<file path="src/rtl/pwm_capture.sv">
// Three-channel PWM period/high-time capture with an Avalon-MM register view.
// Each channel is synchronized, edge-detected and measured rising-edge to rising-edge.
module pwm_capture #(
  parameter int CNT_WIDTH = 24
) (
  input  logic        clk,
  input  logic        rst,
  input  logic        avs_read,
  input  logic        avs_write,
  input  logic [2:0]  avs_address,
  input  logic [31:0] avs_writedata,
  output logic [31:0] avs_readdata,
  input  logic [2:0]  pwm_in
);

  localparam logic [CNT_WIDTH-1:0] CNT_ZERO = {CNT_WIDTH{1'b0}};
  localparam logic [CNT_WIDTH-1:0] CNT_ONE  = {{(CNT_WIDTH-1){1'b0}}, 1'b1};
  localparam logic [CNT_WIDTH-1:0] CNT_MAX  = {CNT_WIDTH{1'b1}};
  localparam logic [CNT_WIDTH-1:0] CNT_NEAR = CNT_MAX - CNT_ONE;

  logic [2:0]           sync1_q, sync2_q, prev_q;
  logic [2:0]           rise_s;
  logic                 enable_q, enable_d;
  logic                 ctrl_wr_s, clear_s;
  logic [CNT_WIDTH-1:0] period_cnt_q [3];
  logic [CNT_WIDTH-1:0] period_cnt_d [3];
  logic [CNT_WIDTH-1:0] high_cnt_q   [3];
  logic [CNT_WIDTH-1:0] high_cnt_d   [3];
  logic [CNT_WIDTH-1:0] period_cap_q [3];
  logic [CNT_WIDTH-1:0] period_cap_d [3];
  logic [CNT_WIDTH-1:0] high_cap_q   [3];
  logic [CNT_WIDTH-1:0] high_cap_d   [3];
  logic [2:0]           armed_q, armed_d;
  logic [2:0]           valid_q, valid_d;
  logic [2:0]           stale_q, stale_d;
  logic [31:0]          rd_mux_s;
  logic [31:0]          readdata_q, readdata_d;
  logic                 unused_wdata_s;

  function automatic logic [CNT_WIDTH-1:0] sat_inc(input logic [CNT_WIDTH-1:0] v,
                                                   input logic inc);
    if (inc && (v != CNT_MAX)) begin
      return v + CNT_ONE;
    end else begin
      return v;
    end
  endfunction

  function automatic logic [31:0] zext(input logic [CNT_WIDTH-1:0] v);
    logic [31:0] r;
    r = 32'd0;
    r[CNT_WIDTH-1:0] = v;
    return r;
  endfunction

  assign rise_s         = sync2_q & ~prev_q;
  assign ctrl_wr_s      = avs_write && (avs_address == 3'd7);
  assign clear_s        = ctrl_wr_s && avs_writedata[1];
  assign enable_d       = ctrl_wr_s ? avs_writedata[0] : enable_q;
  assign unused_wdata_s = ^avs_writedata[31:2];
  assign avs_readdata   = readdata_q;

  // Per-channel counter, capture and status next-state; clear beats everything.
  always_comb begin
    for (int i = 0; i < 3; i++) begin
      period_cnt_d[i] = period_cnt_q[i];
      high_cnt_d[i]   = high_cnt_q[i];
      period_cap_d[i] = period_cap_q[i];
      high_cap_d[i]   = high_cap_q[i];
      armed_d[i]      = armed_q[i];
      valid_d[i]      = valid_q[i];
      stale_d[i]      = stale_q[i];
      if (clear_s) begin
        period_cnt_d[i] = CNT_ZERO;
        high_cnt_d[i]   = CNT_ZERO;
        period_cap_d[i] = CNT_ZERO;
        high_cap_d[i]   = CNT_ZERO;
        armed_d[i]      = 1'b0;
        valid_d[i]      = 1'b0;
        stale_d[i]      = 1'b0;
      end else if (!enable_q) begin
        period_cnt_d[i] = CNT_ZERO;
        high_cnt_d[i]   = CNT_ZERO;
        armed_d[i]      = 1'b0;
      end else if (rise_s[i]) begin
        period_cnt_d[i] = CNT_ONE;
        high_cnt_d[i]   = CNT_ONE;
        if (armed_q[i]) begin
          period_cap_d[i] = period_cnt_q[i];
          high_cap_d[i]   = high_cnt_q[i];
          valid_d[i]      = 1'b1;
          stale_d[i]      = 1'b0;
        end else begin
          armed_d[i] = 1'b1;
        end
      end else begin
        period_cnt_d[i] = sat_inc(period_cnt_q[i], 1'b1);
        high_cnt_d[i]   = sat_inc(high_cnt_q[i], sync2_q[i]);
        // Disarm as the period counter lands on saturation so no bogus period is captured.
        if (period_cnt_q[i] >= CNT_NEAR) begin
          stale_d[i] = 1'b1;
          armed_d[i] = 1'b0;
        end else begin
          stale_d[i] = stale_q[i];
        end
      end
    end
  end

  // Register-map read mux and one-cycle read-data hold.
  always_comb begin
    rd_mux_s = 32'd0;
    case (avs_address)
      3'd0:    rd_mux_s = zext(high_cap_q[0]);
      3'd1:    rd_mux_s = zext(period_cap_q[0]);
      3'd2:    rd_mux_s = zext(high_cap_q[1]);
      3'd3:    rd_mux_s = zext(period_cap_q[1]);
      3'd4:    rd_mux_s = zext(high_cap_q[2]);
      3'd5:    rd_mux_s = zext(period_cap_q[2]);
      3'd6:    rd_mux_s = {26'd0, stale_q, valid_q};
      3'd7:    rd_mux_s = {31'd0, enable_q};
      default: rd_mux_s = 32'd0;
    endcase
    if (avs_read) begin
      readdata_d = rd_mux_s;
    end else begin
      readdata_d = readdata_q;
    end
  end

  // All state registers, synchronous active-high reset.
  always_ff @(posedge clk) begin
    if (rst) begin
      sync1_q    <= 3'b000;
      sync2_q    <= 3'b000;
      prev_q     <= 3'b000;
      enable_q   <= 1'b1;
      armed_q    <= 3'b000;
      valid_q    <= 3'b000;
      stale_q    <= 3'b000;
      readdata_q <= 32'd0;
      for (int i = 0; i < 3; i++) begin
        period_cnt_q[i] <= CNT_ZERO;
        high_cnt_q[i]   <= CNT_ZERO;
        period_cap_q[i] <= CNT_ZERO;
        high_cap_q[i]   <= CNT_ZERO;
      end
    end else begin
      sync1_q    <= pwm_in;
      sync2_q    <= sync1_q;
      prev_q     <= sync2_q;
      enable_q   <= enable_d;
      armed_q    <= armed_d;
      valid_q    <= valid_d;
      stale_q    <= stale_d;
      readdata_q <= readdata_d;
      for (int i = 0; i < 3; i++) begin
        period_cnt_q[i] <= period_cnt_d[i];
        high_cnt_q[i]   <= high_cnt_d[i];
        period_cap_q[i] <= period_cap_d[i];
        high_cap_q[i]   <= high_cap_d[i];
      end
    end
  end

endmodule

</file>
<file path="config.mk">
export PLATFORM = sky130hd
export DESIGN_NAME = pwm_capture
export DESIGN_NICKNAME = d
export VERILOG_FILES = /design/src/rtl/pwm_capture.sv
export SDC_FILE = /design/constraint.sdc
export NUM_CORES = 1
export LEC_CHECK = 0
export BUFFER_PORTS_ARGS = -buffer_cell sky130_fd_sc_hd__buf_2
export CORE_MARGIN = 10
export CORE_UTILIZATION = 40
export DETAILED_ROUTE_END_ITERATION = 8
export MAX_ROUTING_LAYER = met4
export PLACE_DENSITY_LB_ADDON = 0.2
export SYNTH_ARGS = -nofsm -noshare
export SYNTH_HDL_FRONTEND = slang
export SYNTH_SLANG_ARGS = --single-unit
</file>
<file path="constraint.sdc">
create_clock -name clk -period 3.1 [get_ports clk]
set_input_delay 0.31 -clock clk [delete_from_list [all_inputs] [get_ports clk]]
set_output_delay 0.31 -clock clk [all_outputs]
set_load 0.05 [all_outputs]
</file>
==> summary.md, run 1 <==
| Metric | Value |
|---|---|
| Layout cells sized above 1 | `0.0865` |
| Vias in the first global route | `12000` |
| Total core area | `36600 um2` |
| Leak | `0.00553 uW` |
| Hold Path Sink | `sync1_q[2]` |
| Post-DP HPWL | `29800 um` |
| CTS buffer count | `37` |
| Worst hold path stage count | `2` |
| Footprint of the multi-input gates | `7670 um2` |
| Worst hold slack | `145 ps` |
| Top cells by count, synth | `nand2_1 (392), dfxtp_1 (331), a21oi_1 (217), nor2_1 (137), clkbuf_1 (94)` |
| Vias post-DR | `12900` |
| Via density | `5.48` |
| Final worst-path cycle share | `0.748` |
| Sequential cell area | `6630 um2` |
| Worst Max-Slew Pin Slew | `825 ps` |
| Syn Std Cell Area | `14800 um2` |
| GPL Wtd Cong | `0.865` |
| Status | `finished clean` |
| Largest net degree at the start of global routing | `62` |
| Critical path peak fanout | `8` |
| Worst Setup SP | `high_cnt_q[0][24]` |
| Slew Limit Fails | `0` |
| Fillers | `3659` |
| FF-to-FF path depth | `6` |
| Die area | `45200 um2` |
| Crit Path Category | `flop to flop` |
| Routed Wire Length | `41800 um` |
| DRT Pass-1 Iters | `5` |
| Hold Path Origin | `rst` |
| Top delay family on crit path | `compound AO/OA/AOI/OAI gates` |
| CP max stage delay | `670 ps` |
| CTS tree | `built` |
| CTS Root Cell | `clkbuf_16` |
| Post-Syn Instances | `1855` |
| Met2 Use GR | `0.302` |
| Met1 Use GR | `0.239` |
| Met3 GRT Util | `0.0252` |
| Worst r2r src | `high_cnt_q[0][24]` |
| PortBufs | `35` |
| Hold violation total from the final report | `0` |
| # resized after CTS | `0` |
| First-pass GRT wire length | `66300 um` |
| Most frequent CP cell | `o21ai_0` |
| Synth top area share | `0.446` |
| Synth warn | `0` |
| Main synth FF type | `dfxtp_1` |
| Drt initial violations | `933` |
| FF+latch count, synth | `331` |
| Total of max-cap violations | `0` |
| Pwr dens | `554 nW/um2` |
| Clock Path Buffers | `3` |
| TNS Setup | `0 ps` |
| Count of buffer and inverter cells on the critical path | `0` |
| Post-CTS Setup Bufs | `0` |
| Avg Cell Area, Syn | `8.00 um2` |
| R2R setup slack | `780 ps` |
| Most common cell in the netlist | `nand2_1` |
| Total gr overflow | `0` |
| DRT antenna net count | `0` |
| Crit. End Element | `flop` |
| Area grow syn2layout | `13.2%` |
| Tot GR Track Use | `0.188` |
| Clock slew at reported path FFs | `60 ps` |
| RR Endpoint | `high_cnt_q[0][37]` |
| Ant diodes | `0` |
| Number of flops mapped to enable cells by yosys | `0` |
| Clk_skew | `25.5 ps` |
| Tmin final | `2320 ps` |
| WP data arrival | `2760 ps` |
| Routed len/inst | `17.8 um` |
| Ys async rst share | `0` |
| Synth top area cells | `dfxtp_1 (45%), nand2_1 (9.9%), a21oi_1 (7.3%)` |
| CP max-delay cell | `o21ai_0` |
| Crit path cell chain | `ha_1 -> and3_1 -> nand4_1 -> o21ai_0 -> o21ai_0 -> a21oi_1` |
| Num ports | `74` |
| Die height | `213 um` |
| Sink Count | `331` |
| Seq/Total Area, Yosys | `0.446` |
| Post-CTS Hold Buffers | `4` |
| Initial antenna violation count | `0` |
| RSZ-0062 raised after global routing | `no` |
| Initial Util | `0.405` |
| Highest clock rate | `431 MHz` |
| Worst vdd rail ir drop | `0.384 mV` |
| Yosys cell types | `68` |
| CP Data Required Time | `3540 ps` |
| Row count | `70` |
| Slew HR | `0.448` |
| Clk Latency, worst-skew pair | `540 ps` |
| # nets final | `1907` |
| Die Width | `213 um` |
| Drc violations | `0` |
| Startpoint types | `flop` |
| Post-synth top area cell | `dfxtp_1` |
| Hold Crit Class | `input port to flop` |
| Htree depth | `2` |
| Most used routing layer | `met2` |
| Endpoints failing setup | `0` |
metrics by stage:
step                      power, uW  instances  worst slack [ps]  utilization  area (um2)
after floorplan                4700       1862              1110            -       14900
after global placement         4830       2281               785        0.423       15500
after detailed placement       4830       2281               675        0.423       15500
after CTS                      9390       2353               720        0.459       16800
after global routing           9590       2353               501        0.459       16800
final                          9300       2353               780        0.459       16800
registers in the layout (all words and copies together) (netlist names), 24 cells and up:
register      flops
high_cap_q       72
high_cnt_q       72
period_cap_q     72
period_cnt_q     72
avs_readdata     24
layer usage:
layer / wire, um / vias to the layer above
li1: - / 6472
met1: 19200 / 6098
met2: 19800 / 253
met3: 1700 / 60
met4: 1130 / 0
met5: 0 / -
layout make-up:
cell class | count | share of cell area
repair buffers | 78 | 0.0332
clock inverters | 12 | 0.00827
flip-flops and latches | 331 | 0.394
well taps | 468 | 0.0349
clock buffers | 56 | 0.0673
multi-input cells | 1384 | 0.457
inverters | 24 | 0.00536
cells in the final DEF (no fill, tap or decap), types with 4 or more instances in the layout:
cell / Yosys / routed
nor3_1: 23 / 23
o2bb2ai_1: 11 / 11
o2111ai_1: 5 / 5
and3_1: 22 / 22
nand4_1: 39 / 39
o21ai_0: 51 / 51
nand2b_1: 27 / 27
dfxtp_1: 331 / 331
o32ai_1: 4 / 4
buf_12: 0 / 4
or3_1: 29 / 29
o21bai_1: 18 / 18
buf_2: 6 / 35
and4_1: 16 / 16
xnor2_1: 60 / 60
nand3_1: 63 / 63
conb_1: 1 / 8
dlygate4sd3_1: 0 / 4
clkbuf_1: 94 / 8
nor2_1: 137 / 135
nand2_1: 392 / 392
clkbuf_16: 0 / 39
a31oi_1: 7 / 7
o211ai_1: 19 / 19
nor2b_1: 16 / 16
mux2i_1: 27 / 27
and2_1: 6 / 6
xor2_1: 31 / 31
a21oi_1: 217 / 217
inv_1: 24 / 24
clkinv_2: 0 / 8
buf_4: 8 / 35
o22ai_1: 36 / 36
or4_1: 15 / 15
nor4_1: 17 / 17
clkbuf_8: 0 / 9
ha_1: 9 / 9
or2_2: 5 / 5
a211oi_1: 24 / 24
power breakdown:
group | internal (uW) | switching (uW)
clock | 2770 | 1790
combinational | 117 | 301
sequential | 4280 | 40.3
cells by family (layout without fill, tap and decap cells):
| group | after synthesis | after routing | share of synthesized area |
|---|---|---|---|
| simple gates | 823 | 823 | 0.261 |
| compound gates | 423 | 423 | 0.170 |
| flops | 331 | 331 | 0.446 |
| buf+inv | 147 | 170 | 0.0403 |
| xor+xnor | 91 | 91 | 0.0537 |
| mux | 30 | 30 | 0.0205 |
| fa+ha+maj | 9 | 9 | 0.00759 |
| other cells | 1 | 8 | 0.000253 |
how the worst max path moves through the flow:
| stage | to | slack, ps | cells past startpoint |
|---|---|---|---|
| finish | high_cnt_q[0][37] | 780 | 6 |
| global route | high_cnt_q[0][37] | 500 | 6 |
| CTS | period_cnt_q[0][50] | 720 | 5 |
| detailed placement | period_cnt_q[0][50] | 670 | 8 |
| global placement | high_cnt_q[0][6] | 790 | 8 |
| floorplan | armed_q[1] | 1110 | 6 |
No activity file was read; power rests on OpenSTA's default activity.
==> inputs of run 2 (changes only) <==
ABC_AREA = 1   (was unset)
clock period = 2.2 ns   (was 3.1 ns; I/O delays follow)
==> run 2 against run 1 <==
  * Clock-buffer cell count down 1
  * Sequential power up 41%
  * Clock power up 54%
  * Critical path depth up 3
  * Combinational power up 81%
  * Highest routed layer unchanged
  * Sequential cell count unchanged
  * Setup slack worse by 540 ps
  * Non-clock buffer count up 41
  * Largest power group unchanged
  * Worst hold slack worse by 64 ps
==> summary.md, run 2 <==
| Metric | Value |
|---|---|
| Routed len/inst | `15.9 um` |
| Synth warn | `0` |
| Worst vdd rail ir drop | `0.496 mV` |
| Pwr dens | `729 nW/um2` |
| Yosys cell types | `39` |
| Startpoint types | `flop` |
| Endpoints failing setup | `0` |
| Ys async rst share | `0` |
| Num ports | `74` |
| Die Width | `225 um` |
| CTS buffer count | `39` |
| Total gr overflow | `0` |
| Seq/Total Area, Yosys | `0.396` |
| TNS Setup | `0 ps` |
| Layout cells sized above 1 | `0.108` |
| FF+latch count, synth | `331` |
| # nets final | `2586` |
| Commonest non-fill, non-tap cell in the layout | `nand2_1` |
| Final worst-path cycle share | `0.890` |
| Ant diodes | `0` |
| Htree depth | `2` |
| Syn Std Cell Area | `16700 um2` |
| Sink Count | `331` |
| Tot GR Track Use | `0.197` |
| Tmin final | `1960 ps` |
| Row count | `74` |
| WP data arrival | `2430 ps` |
| Die height | `225 um` |
| Avg Cell Area, Syn | `6.70 um2` |
| Critical path peak fanout | `22` |
| Clk_skew | `16.0 ps` |
| Status | `finished clean` |
| Largest net degree at the start of global routing | `105` |
| Post-CTS Setup Bufs | `0` |
| Vias post-DR | `15800` |
| Drc violations | `0` |
| Top cells by count, synth | `nand2_1 (742), dfxtp_1 (331), nor2_1 (249), a21oi_1 (246), inv_1 (210)` |
| Clk Latency, worst-skew pair | `560 ps` |
| RSZ-0062 raised after global routing | `no` |
| Synth top area cells | `dfxtp_1 (40%), nand2_1 (17%), a21oi_1 (7.4%)` |
| Routed Wire Length | `49200 um` |
| Die area | `50400 um2` |
| DRT antenna net count | `0` |
| Synth top area share | `0.396` |
| Post-Syn Instances | `2498` |
| Overall power | `13800 uW` |
| Area grow syn2layout | `13.4%` |
| Initial antenna violation count | `0` |
| Via density | `5.10` |
| Hold violation total from the final report | `0` |
| Initial Util | `0.407` |
| Post-synth top area cell | `dfxtp_1` |
| CTS tree | `built` |
| First-pass GRT wire length | `78500 um` |
| Most frequent cells in the layout | `nand2_1 (742), dfxtp_1 (330), nor2_1 (248)` |
| Leak | `0.00718 uW` |
| Total core area | `41100 um2` |
| PortBufs | `35` |
| Crit Path Category | `flop to flop` |
| Slew Limit Fails | `0` |
| Worst Max-Slew Pin Slew | `744 ps` |
| CTS Root Cell | `clkbuf_16` |
| DRT Pass-1 Iters | `5` |
| GPL Wtd Cong | `0.921` |
| Most common cell in the netlist | `nand2_1` |
| Hold Crit Class | `input port to flop` |
| Clock slew at reported path FFs | `60 ps` |
| Post-DP HPWL | `36300 um` |
| Drt initial violations | `1141` |
| Highest clock rate | `511 MHz` |
| Total of max-cap violations | `0` |
| Number of flops mapped to enable cells by yosys | `0` |
| Vias in the first global route | `14600` |
| Slew HR | `0.503` |
| Main synth FF type | `dfxtp_1` |
| CP Data Required Time | `2680 ps` |
| Crit. End Element | `flop` |
| Clock Path Buffers | `3` |
run 2: cell types whose count changed after synthesis, sizes merged, moves of 29 or more:
cell    delta
a21oi     +48
buf       +59
clkbuf    -52
inv      +196
nand2    +385
nand3    +129
nand4     +46
nor2     +124
o21ai     +36
o22ai     -35
or3       -29
xnor2     -38
run 2: cell families (layout without fill, tap and decap cells):
group,after synthesis,count (layout),synth area share
flip-flops,331,331,0.396
XOR/XNOR,53,53,0.0277
other,1,8,0.000224
buffers and inverters,351,411,0.0940
adder cells (fa/ha/maj),9,9,0.00673
AND/OR/NAND/NOR,1369,1369,0.353
AO/OA/AOI/OAI,384,384,0.123
run 2: what timing repair did:
| item | 4_1_cts | 5_1_grt |
|---|---|---|
| endpoints found under the hold margin | 5 | 0 |
| resized for setup | 0 | 2 |
| endpoints found under the setup margin | 0 | 2 |
| hold buffers | 5 | 0 |
run 2: routing by layer:
layer / vias up / global-route usage / part of all wire
li1: 8121 / - / -
met1: 7279 / 0.263 / 0.48
met2: 333 / 0.308 / 0.46
met3: 65 / 0.0278 / 0.046
met4: 0 / 0.0515 / 0.021
met5: - / - / 0
run 2: worst paths after layout:
path              slack (ps)                end              start  depth (start not counted)
setup / recovery         240  high_cnt_q[0][39]  high_cnt_q[0][24]                          9
hold / removal            80           enable_q          avs_write                          4
setup reg to reg         240  high_cnt_q[0][39]  high_cnt_q[0][24]                          9
hold reg to reg          410         sync2_q[1]         sync1_q[1]                          2
run 2: report_power, final:
part	switching (uW)	internal, uW
registers	33.5	6040
clock network	2650	4350
logic	567	188
run 2: worst max-delay path, cell delays in order, from the launching register on:
cell	delay (ps)
dfxtp_1	340
ha_1	300
inv_1	160
nor2_2	240
nand2_2	120
nor2_4	150
nand2_2	90
nand2_4	230
nand2_1	90
a21oi_1	160
run 2: layout make-up:
| cell class | count | area, um2 |
|---|---|---|
| Sequential cell | 331 | 6630 |
| Clock buffer | 55 | 1150 |
| Timing Repair Buffer | 119 | 881 |
| Fill cell | 4249 | 22100 |
| Multi-Input combinational cell | 1823 | 8590 |
| Inverter | 221 | 835 |
| Clock inverter | 16 | 241 |
| Tap cell | 532 | 666 |
run 2: metrics by stage:
| stage | instance area [um2] | hold slack, ps | utilization | std cells | worst slack [ps] |
|---|---|---|---|---|---|
| floorplan | 16800 | 327 | - | 2505 | 526 |
| global placement | 17500 | 397 | 0.427 | 3021 | 228 |
| detailed placement | 17500 | 403 | 0.427 | 3021 | 211 |
| CTS | 19000 | 70.8 | 0.462 | 3097 | 215 |
| global route | 19000 | 102 | 0.462 | 3097 | 47.9 |
| finish | 19000 | 81.0 | 0.462 | 3097 | 243 |
